$ cat src/rtl/ctrl_decode_stage.sv
// Registered RV32I control decoder with a valid/ready output stage backed by a 2-entry skid.
// Optional M-extension decode is enabled by defining RV32M_EN.
module ctrl_decode_stage #(
  parameter int ALUOP_W  = 6,
  parameter int REGIDX_W = 5
) (
  input  logic                clk_i,
  input  logic                rst_i,
  input  logic [31:0]         instr_i,
  input  logic                valid_i,
  output logic                ready_o,
  input  logic                flush_i,
  output logic                valid_o,
  input  logic                ready_i,
  output logic                I_EN_o,
  output logic                R_EN_o,
  output logic                S_EN_o,
  output logic                SB_EN_o,
  output logic                U_EN_o,
  output logic                UJ_EN_o,
  output logic                RWR_EN_o,
  output logic                BE_o,
  output logic                JALRE_o,
  output logic                UJE_o,
  output logic [ALUOP_W-1:0]  ALUop_o,
  output logic [REGIDX_W-1:0] rd_o,
  output logic [REGIDX_W-1:0] rs1_o,
  output logic [REGIDX_W-1:0] rs2_o,
  output logic                illegal_o
);

  typedef struct packed {
    logic       i_en;
    logic       r_en;
    logic       s_en;
    logic       sb_en;
    logic       u_en;
    logic       uj_en;
    logic       rwr_en;
    logic       be;
    logic       jalre;
    logic       uje;
    logic [5:0] aluop;
    logic [4:0] rd;
    logic [4:0] rs1;
    logic [4:0] rs2;
    logic       illegal;
  } dec_t;

  logic [6:0] w_opc;
  logic [2:0] w_f3;
  logic [6:0] w_f7;
  logic       w_legal;
  dec_t       w_dec;

  dec_t       r_out;
  logic       r_out_vld;
  dec_t       r_skid;
  logic       r_skid_vld;

  assign w_opc = instr_i[6:0];
  assign w_f3  = instr_i[14:12];
  assign w_f7  = instr_i[31:25];

  always_comb begin
    w_dec     = '0;
    w_legal   = 1'b1;
    w_dec.rd  = instr_i[11:7];
    w_dec.rs1 = instr_i[19:15];
    w_dec.rs2 = instr_i[24:20];
    case (w_opc)
      7'b0110011: begin
        w_dec.r_en   = 1'b1;
        w_dec.rwr_en = 1'b1;
        w_dec.aluop  = {2'b00, w_f7[5], w_f3};
        case (w_f7)
          7'b0000000: ;
          7'b0100000: if (!(w_f3 == 3'b000 || w_f3 == 3'b101)) w_legal = 1'b0;
`ifdef RV32M_EN
          7'b0000001: w_dec.aluop = {2'b11, 1'b0, w_f3};
`endif
          default:    w_legal = 1'b0;
        endcase
      end
      7'b0010011: begin
        w_dec.i_en   = 1'b1;
        w_dec.rwr_en = 1'b1;
        w_dec.aluop  = {2'b00, (w_f3 == 3'b101) & w_f7[5], w_f3};
        // Shift-immediates reuse func7 as an encoding field; anything else is reserved.
        if (w_f3 == 3'b001 && w_f7 != 7'b0000000) w_legal = 1'b0;
        if (w_f3 == 3'b101 && w_f7 != 7'b0000000 && w_f7 != 7'b0100000) w_legal = 1'b0;
      end
      7'b0000011: begin
        w_dec.i_en   = 1'b1;
        w_dec.rwr_en = 1'b1;
        w_dec.aluop  = {2'b10, 1'b0, w_f3};
      end
      7'b1100111: begin
        w_dec.i_en   = 1'b1;
        w_dec.rwr_en = 1'b1;
        w_dec.jalre  = 1'b1;
      end
      7'b0100011: begin
        w_dec.s_en  = 1'b1;
        w_dec.aluop = {2'b10, 1'b0, w_f3};
      end
      7'b1100011: begin
        w_dec.sb_en = 1'b1;
        w_dec.be    = 1'b1;
        w_dec.aluop = {2'b01, 1'b0, w_f3};
      end
      7'b0110111, 7'b0010111: begin
        w_dec.u_en   = 1'b1;
        w_dec.rwr_en = 1'b1;
      end
      7'b1101111: begin
        w_dec.uj_en  = 1'b1;
        w_dec.rwr_en = 1'b1;
        w_dec.uje    = 1'b1;
      end
      default: w_legal = 1'b0;
    endcase
    if (instr_i[1:0] != 2'b11) w_legal = 1'b0;
    if (!w_legal) begin
      w_dec        = '0;
      w_dec.rd     = instr_i[11:7];
      w_dec.rs1    = instr_i[19:15];
      w_dec.rs2    = instr_i[24:20];
      w_dec.illegal = 1'b1;
    end
  end

  // Skid full implies output regs full, so ready_o alone blocks the third beat.
  always_ff @(posedge clk_i) begin
    if (rst_i || flush_i) begin
      r_out      <= '0;
      r_out_vld  <= 1'b0;
      r_skid     <= '0;
      r_skid_vld <= 1'b0;
    end else if (!r_out_vld || ready_i) begin
      if (r_skid_vld) begin
        r_out      <= r_skid;
        r_out_vld  <= 1'b1;
        r_skid_vld <= 1'b0;
      end else if (valid_i) begin
        r_out     <= w_dec;
        r_out_vld <= 1'b1;
      end else begin
        r_out_vld <= 1'b0;
      end
    end else if (valid_i && !r_skid_vld) begin
      r_skid     <= w_dec;
      r_skid_vld <= 1'b1;
    end
  end

  assign ready_o   = ~r_skid_vld;
  assign valid_o   = r_out_vld;
  assign I_EN_o    = r_out.i_en;
  assign R_EN_o    = r_out.r_en;
  assign S_EN_o    = r_out.s_en;
  assign SB_EN_o   = r_out.sb_en;
  assign U_EN_o    = r_out.u_en;
  assign UJ_EN_o   = r_out.uj_en;
  assign RWR_EN_o  = r_out.rwr_en;
  assign BE_o      = r_out.be;
  assign JALRE_o   = r_out.jalre;
  assign UJE_o     = r_out.uje;
  assign ALUop_o   = ALUOP_W'(r_out.aluop);
  assign rd_o      = REGIDX_W'(r_out.rd);
  assign rs1_o     = REGIDX_W'(r_out.rs1);
  assign rs2_o     = REGIDX_W'(r_out.rs2);
  assign illegal_o = r_out.illegal;

endmodule

$ cat config.mk
export PLATFORM = sky130hd
export DESIGN_NAME = ctrl_decode_stage
export DESIGN_NICKNAME = d
export VERILOG_FILES = /design/src/rtl/ctrl_decode_stage.sv
export SDC_FILE = /design/constraint.sdc
export NUM_CORES = 1
export LEC_CHECK = 0
export BUFFER_PORTS_ARGS = -buffer_cell sky130_fd_sc_hd__buf_2
export CORE_MARGIN = 4
export CORE_UTILIZATION = 30
export CTS_BUF_LIST = sky130_fd_sc_hd__clkbuf_2 sky130_fd_sc_hd__clkbuf_4 sky130_fd_sc_hd__clkbuf_8
export CTS_CLUSTER_SIZE = 40
export DETAILED_ROUTE_END_ITERATION = 8
export GPL_ROUTABILITY_DRIVEN = 0
export GPL_TIMING_DRIVEN = 0
export PLACE_DENSITY = 0.61
export SETUP_SLACK_MARGIN = 0.05
export SKIP_LAST_GASP = 1
export SYNTH_ARGS = -nofsm -noshare
export SYNTH_HDL_FRONTEND = slang
export SYNTH_SLANG_ARGS = --single-unit
$ cat constraint.sdc
create_clock -name clk_i -period 4.2 [get_ports clk_i]
set_clock_uncertainty 0.15 [all_clocks]
set_input_delay 1.26 -clock clk_i [delete_from_list [all_inputs] [get_ports clk_i]]
set_output_delay 1.26 -clock clk_i [all_outputs]
set_load 0.05 [all_outputs]
==> flow_summary.ini, run 1 <==
[run_status]
status = finished clean

[timing]
drv_slew = 0
finalSetupViolations = 0
fin_ws_ns = 1.11
final.min_clock_period_ns = 3.09
worst_hold_slack_ns = 0.305
maxSlewHeadroom_pct = 43.5
hold_viol_final = 0
worstMarginPinSlew_ns = 0.836
final.setup.tns_ns = 0
fin_crit_sh_pct = 73.6
grt_setup_unrepaired = no
fmax_ghz = 0.324

[yosys]
yosysUniqueCellTypes = 43
syn_area_per_cell_um2 = 8.28
synth_top_area_share_pct = 44.1
yosysWarningCount = 0
synth_commonest_cells = dfxtp_1, nand2_1, a21oi_1
netlist_instances = 329
ys_seq_elements = 60
async_reset_ff_share_pct = 0
yosysSeqAreaShare_pct = 44.1
synthesis.area_um2 = 2730
synth_area_leaders = dfxtp_1, a21oi_1, nand2_1
syn-num-nets = 366
synth_ff_type = dfxtp_1
synth_most_common_cell = dfxtp_1
yosysTopAreaCell = dfxtp_1
synth_edf_count = 0

[routing]
num_vias = 2593
antenna_left = 0
wl_um = 7810
first_pass_iters = 4
drc = 0
avgRoutedWirePerCell_um = 15.0
drt_iter0_markers = 85
via_per_inst = 4.99

[floorplanning]
dieArea_um2 = 10700
fp.dieW_um = 103
start_util_pct = 31.1
rows = 34
ios = 71
fp.coreArea_um2 = 8760
die_height_um = 103

[grt]
grt_pass1_vias = 2577
antenna_found_initial = 0
grt-ovfl-total = 0
grt_use_total_pct = 15.1
grt_max_degree = 11
grt_pass1_wl_um = 12500

[setup_path]
crit_path_start_kind = flip-flop
required_ns = 2.79
path_class = reg2out
reg2reg_from = r_skid_vld
crit_path_end_kind = output port
crit_fanout = 10
r2r_slack_ns = 1.87
arrival_ns = 1.68
reg2reg_to = r_skid[26]
ff2ff_path_depth = 7

[min_path]
hp-start = r_skid[21]
hp-class = reg2reg
min_path_cells = 2
hold_end = r_skid[21]

[cts]
cts_made_buffers = 9
postCtsSetupRepairBufs = 0
cts_resized = 0
clock-sinks = 60
holdBufCountCts = 0
cts_tree = yes
clk_latency_ns = 0.33
clk_pin_slew_ns = 0.07
cts_root_buf = clkbuf_8
htree_levels = 3
clockBufferDepth = 2

[power_and_ir_drop]
p_per_area_nw_per_um2 = 374
ir_drop_mv = 0.127
power_mw = 1.27
leakage_nw = 1.29

[layout]
instances_no_fill = 520
drive_above_1_share_pct = 23.3
fin_util_pct = 38.8
diodes = 0
fill_cells = 939
postLayoutCellArea_um2 = 3400
multi_input_comb_area_um2 = 1400
area_growth_pct = 24.7
nets = 444
register_area_um2 = 1200

[placed_design]
place_area_um2 = 3200
pre_cts_ws_ns = 0.871
place_inst = 504
port_buffers = 67
hpwlAfterDp_um = 5840

[flow_run]
max-cap-violations = 0
[final cells by class]
| cell class | count | share of cell area (%) |
|---|---|---|
| plain buffers | 29 | 3.57 |
| clock buffers | 11 | 4.46 |
| clock inverters | 5 | 1.47 |
| inverters | 1 | 0.110 |
| multi-input cells | 239 | 41.2 |
| flip-flops and latches | 60 | 35.4 |
| well taps | 108 | 3.98 |
| repair buffers | 67 | 9.87 |
[worst max-delay path by stage]
stage / start / endpoint / cells past startpoint
global route: r_skid_vld / ready_o / 3
global placement: instr_i[26] / ALUop_o[0] / 6
detailed placement: instr_i[26] / ALUop_o[2] / 6
finish: r_skid_vld / ready_o / 3
floorplan: instr_i[26] / ALUop_o[0] / 5
CTS: r_skid_vld / ready_o / 3
[worst max-delay path, stage by stage, from the launching register on]
cell      delay [ns]
dfxtp_1         0.31
clkbuf_1        0.31
clkinv_1        0.40
buf_2           0.34
[state kept, by name, indices dropped and copies added (netlist names)]
name,count
r_skid,29
ALUop_o,6
rd_o,5
rs1_o,5
rs2_o,5
I_EN_o,1
JALRE_o,1
RWR_EN_o,1
R_EN_o,1
S_EN_o,1
UJ_EN_o,1
U_EN_o,1
illegal_o,1
r_skid_vld,1
valid_o,1
[cell families after synthesis]
kind of cell / Yosys count / synth area share, %
xor+xnor: 1 / 0.321
buf+inv: 30 / 4.59
flops: 60 / 44.1
simple gates: 123 / 21.3
mux: 18 / 6.61
compound gates: 97 / 23.1
[where the power goes]
part	internal (mW)	leakage (nW)	switching, mW
Sequential	0.580	0.486	0.00549
Combinational	0.0458	0.693	0.111
Clock	0.302	0.109	0.224
[cell usage in the layout, fill, tap and decap left out, drive strengths merged, types with 2 or more instances in the layout]
master,n
o41ai,3
dfxtp,60
o21bai,2
o21a,4
nor2,32
nand3,11
or2,2
o21ai,13
o211ai,3
clkbuf,34
nand4,4
o31ai,2
and3b,2
nor3,8
a211oi,19
a21o,2
a21oi,43
nor4,3
and3,2
buf,73
nand2,49
clkinv,5
nor2b,4
mux2i,18
[routing by layer]
| metal | track usage [%] | vias to the layer above | share of wire [%] |
|---|---|---|---|
| li1 | - | 1330 | - |
| met1 | 18.8 | 1190 | 45 |
| met2 | 25.5 | 61 | 48 |
| met3 | 3.69 | 12 | 5.7 |
| met4 | 5.48 | 0 | 1.6 |
| met5 | 0 | - | 0 |
Note: power is estimated with default switching activity, not from simulation.
==> inputs of run 2 (changes only) <==
--- a/config.mk
+++ b/config.mk
@@ -5,6 +5,7 @@
 export SDC_FILE = /design/constraint.sdc
 export NUM_CORES = 1
 export LEC_CHECK = 0
+export ABC_AREA = 1
 export BUFFER_PORTS_ARGS = -buffer_cell sky130_fd_sc_hd__buf_2
 export CORE_MARGIN = 4
 export CORE_UTILIZATION = 30
==> constraint.sdc (replaced) <==
create_clock -name clk_i -period 2.9 [get_ports clk_i]
set_clock_uncertainty 0.15 [all_clocks]
set_input_delay 0.87 -clock clk_i [delete_from_list [all_inputs] [get_ports clk_i]]
set_output_delay 0.87 -clock clk_i [all_outputs]
set_load 0.05 [all_outputs]
==> flow_summary.ini, run 2 <==
[cts]
clk_pin_slew_ns = 0.07
cts_tree = yes
postCtsSetupRepairBufs = 0
clk_latency_ns = 0.33
cts_resized = 0
cts_root_buf = clkbuf_8
clock-sinks = 60
clockBufferDepth = 2
htree_levels = 3
holdBufCountCts = 0
cts_made_buffers = 9

[floorplanning]
rows = 34
ios = 71
start_util_pct = 30.9
die_height_um = 103
fp.coreArea_um2 = 8720
fp.dieW_um = 103
dieArea_um2 = 10600

[timing]
hold_viol_final = 0
final.min_clock_period_ns = 2.49
fin_crit_sh_pct = 85.9
drv_slew = 0
final.setup.tns_ns = 0
fmax_ghz = 0.401
worstMarginPinSlew_ns = 0.528
finalSetupViolations = 0
maxSlewHeadroom_pct = 64.8
fin_ws_ns = 0.408
grt_setup_unrepaired = no

[layout]
multi_input_comb_area_um2 = 1270
postLayoutCellArea_um2 = 3400
register_area_um2 = 1200
nets = 498
drive_above_1_share_pct = 25.5
instances_no_fill = 574
final_cell_mix = nand2_1, buf_2, dfxtp_1, nor2_1, o21ai_0
area_growth_pct = 26.0
fill_cells = 955
diodes = 0
largest_register = r_skid
final_common_cell = nand2_1
largest_reg_flops = 29

[yosys]
synthesis.area_um2 = 2700
netlist_instances = 381
synth_commonest_cells = nand2_1, dfxtp_1, nor2_1
synth_ff_type = dfxtp_1
yosysWarningCount = 0
synth_most_common_cell = nand2_1
syn-num-nets = 418
yosysTopAreaCell = dfxtp_1
yosysUniqueCellTypes = 27
yosysSeqAreaShare_pct = 44.5
syn_area_per_cell_um2 = 7.08
ys_seq_elements = 60
async_reset_ff_share_pct = 0
synth_top_area_share_pct = 44.5
synth_area_leaders = dfxtp_1, nand2_1, o21ai_0
synth_edf_count = 0

[routing]
drc = 0
via_per_inst = 4.66
drt_iter0_markers = 122
num_vias = 2674
first_pass_iters = 4
antenna_left = 0
wl_um = 7230
avgRoutedWirePerCell_um = 12.6

[setup_path]
required_ns = 1.88
crit_family = buffers and inverters
crit_path_start_kind = flip-flop
cp_slowest_cell = dfxtp_1
crit_fanout = 19
arrival_ns = 1.47
path_class = reg2out
cp_cell_sequence = inv_1 -> buf_2 -> buf_2
critPathBufInv = 3
crit_path_end_kind = output port
worst_path_largest_cell_delay_ns = 0.35
path_common_cell = buf_2

[placed_design]
port_buffers = 70
pre_cts_ws_ns = 0.456
hpwlAfterDp_um = 5460
place_inst = 559
place_area_um2 = 3180

[min_path]
hp-class = reg2reg

[grt]
grt_pass1_wl_um = 11900
grt-ovfl-total = 0
antenna_found_initial = 0
grt_pass1_vias = 2482
grt_max_degree = 12
grt_use_total_pct = 14.3

[power_and_ir_drop]
leakage_nw = 1.55
power_mw = 1.87
p_per_area_nw_per_um2 = 551
ir_drop_mv = 0.235

[run_status]
status = finished clean

[flow_run]
max-cap-violations = 0
[run 2: metrics by stage]
| step | utilization, % | hold slack, ns |
|---|---|---|
| finish | 39.0 | 0.312 |
| detailed placement | 36.5 | 0.303 |
| global placement | 36.5 | 0.305 |
| global route | 39.0 | 0.328 |
| floorplan | - | 0.293 |
| CTS | 39.0 | 0.313 |
[run 2: worst paths after layout]
path	start	endpoint	slack, ns	cells past startpoint
max reg2reg	valid_o	r_skid[15]	1.19	7
min	I_EN_o	I_EN_o	0.31	2
max	r_skid_vld	ready_o	0.41	3
min reg2reg	I_EN_o	I_EN_o	0.31	2
[run 2: area by class of cell]
type	count	share of cell area [%]
Tap cell	108	3.98
Multi-Input combinational cell	273	37.4
Clock buffer	10	3.87
Inverter	23	2.54
Clock inverter	6	2.61
Sequential cell	60	35.3
Buffer	24	3.94
Timing Repair Buffer	70	10.3
[run 2: cell families (layout without fill, tap and decap cells)]
logic type	Yosys count	count (layout)	synth area share [%]
buf+inv	48	133	8.31
simple gates	174	174	27.0
flops	60	60	44.5
compound gates	99	99	20.1
[run 2: where the power goes]
group	total, mW	switching [mW]	internal (mW)
sequential	0.848	0.00753	0.840
clock	0.826	0.333	0.493
combinational	0.197	0.138	0.0589
[run 2: per-layer routing]
metal / wire [um] / global-route usage, % / up-vias
met3: 393 / 3.18 / 5
li1: - / - / 1409
met1: 3250 / 18.7 / 1200
met5: 0 / 0 / -
met4: 81 / 4.88 / 0
met2: 3510 / 23.3 / 60
[run 2: worst register-to-register path, cell delays in order (launching register included)]
cell	delay (ns)
dfxtp_1	0.34
inv_1	0.05
nor2_1	0.25
nand3_1	0.14
clkbuf_2	0.21
buf_2	0.22
o21ai_0	0.18
nor2_1	0.05
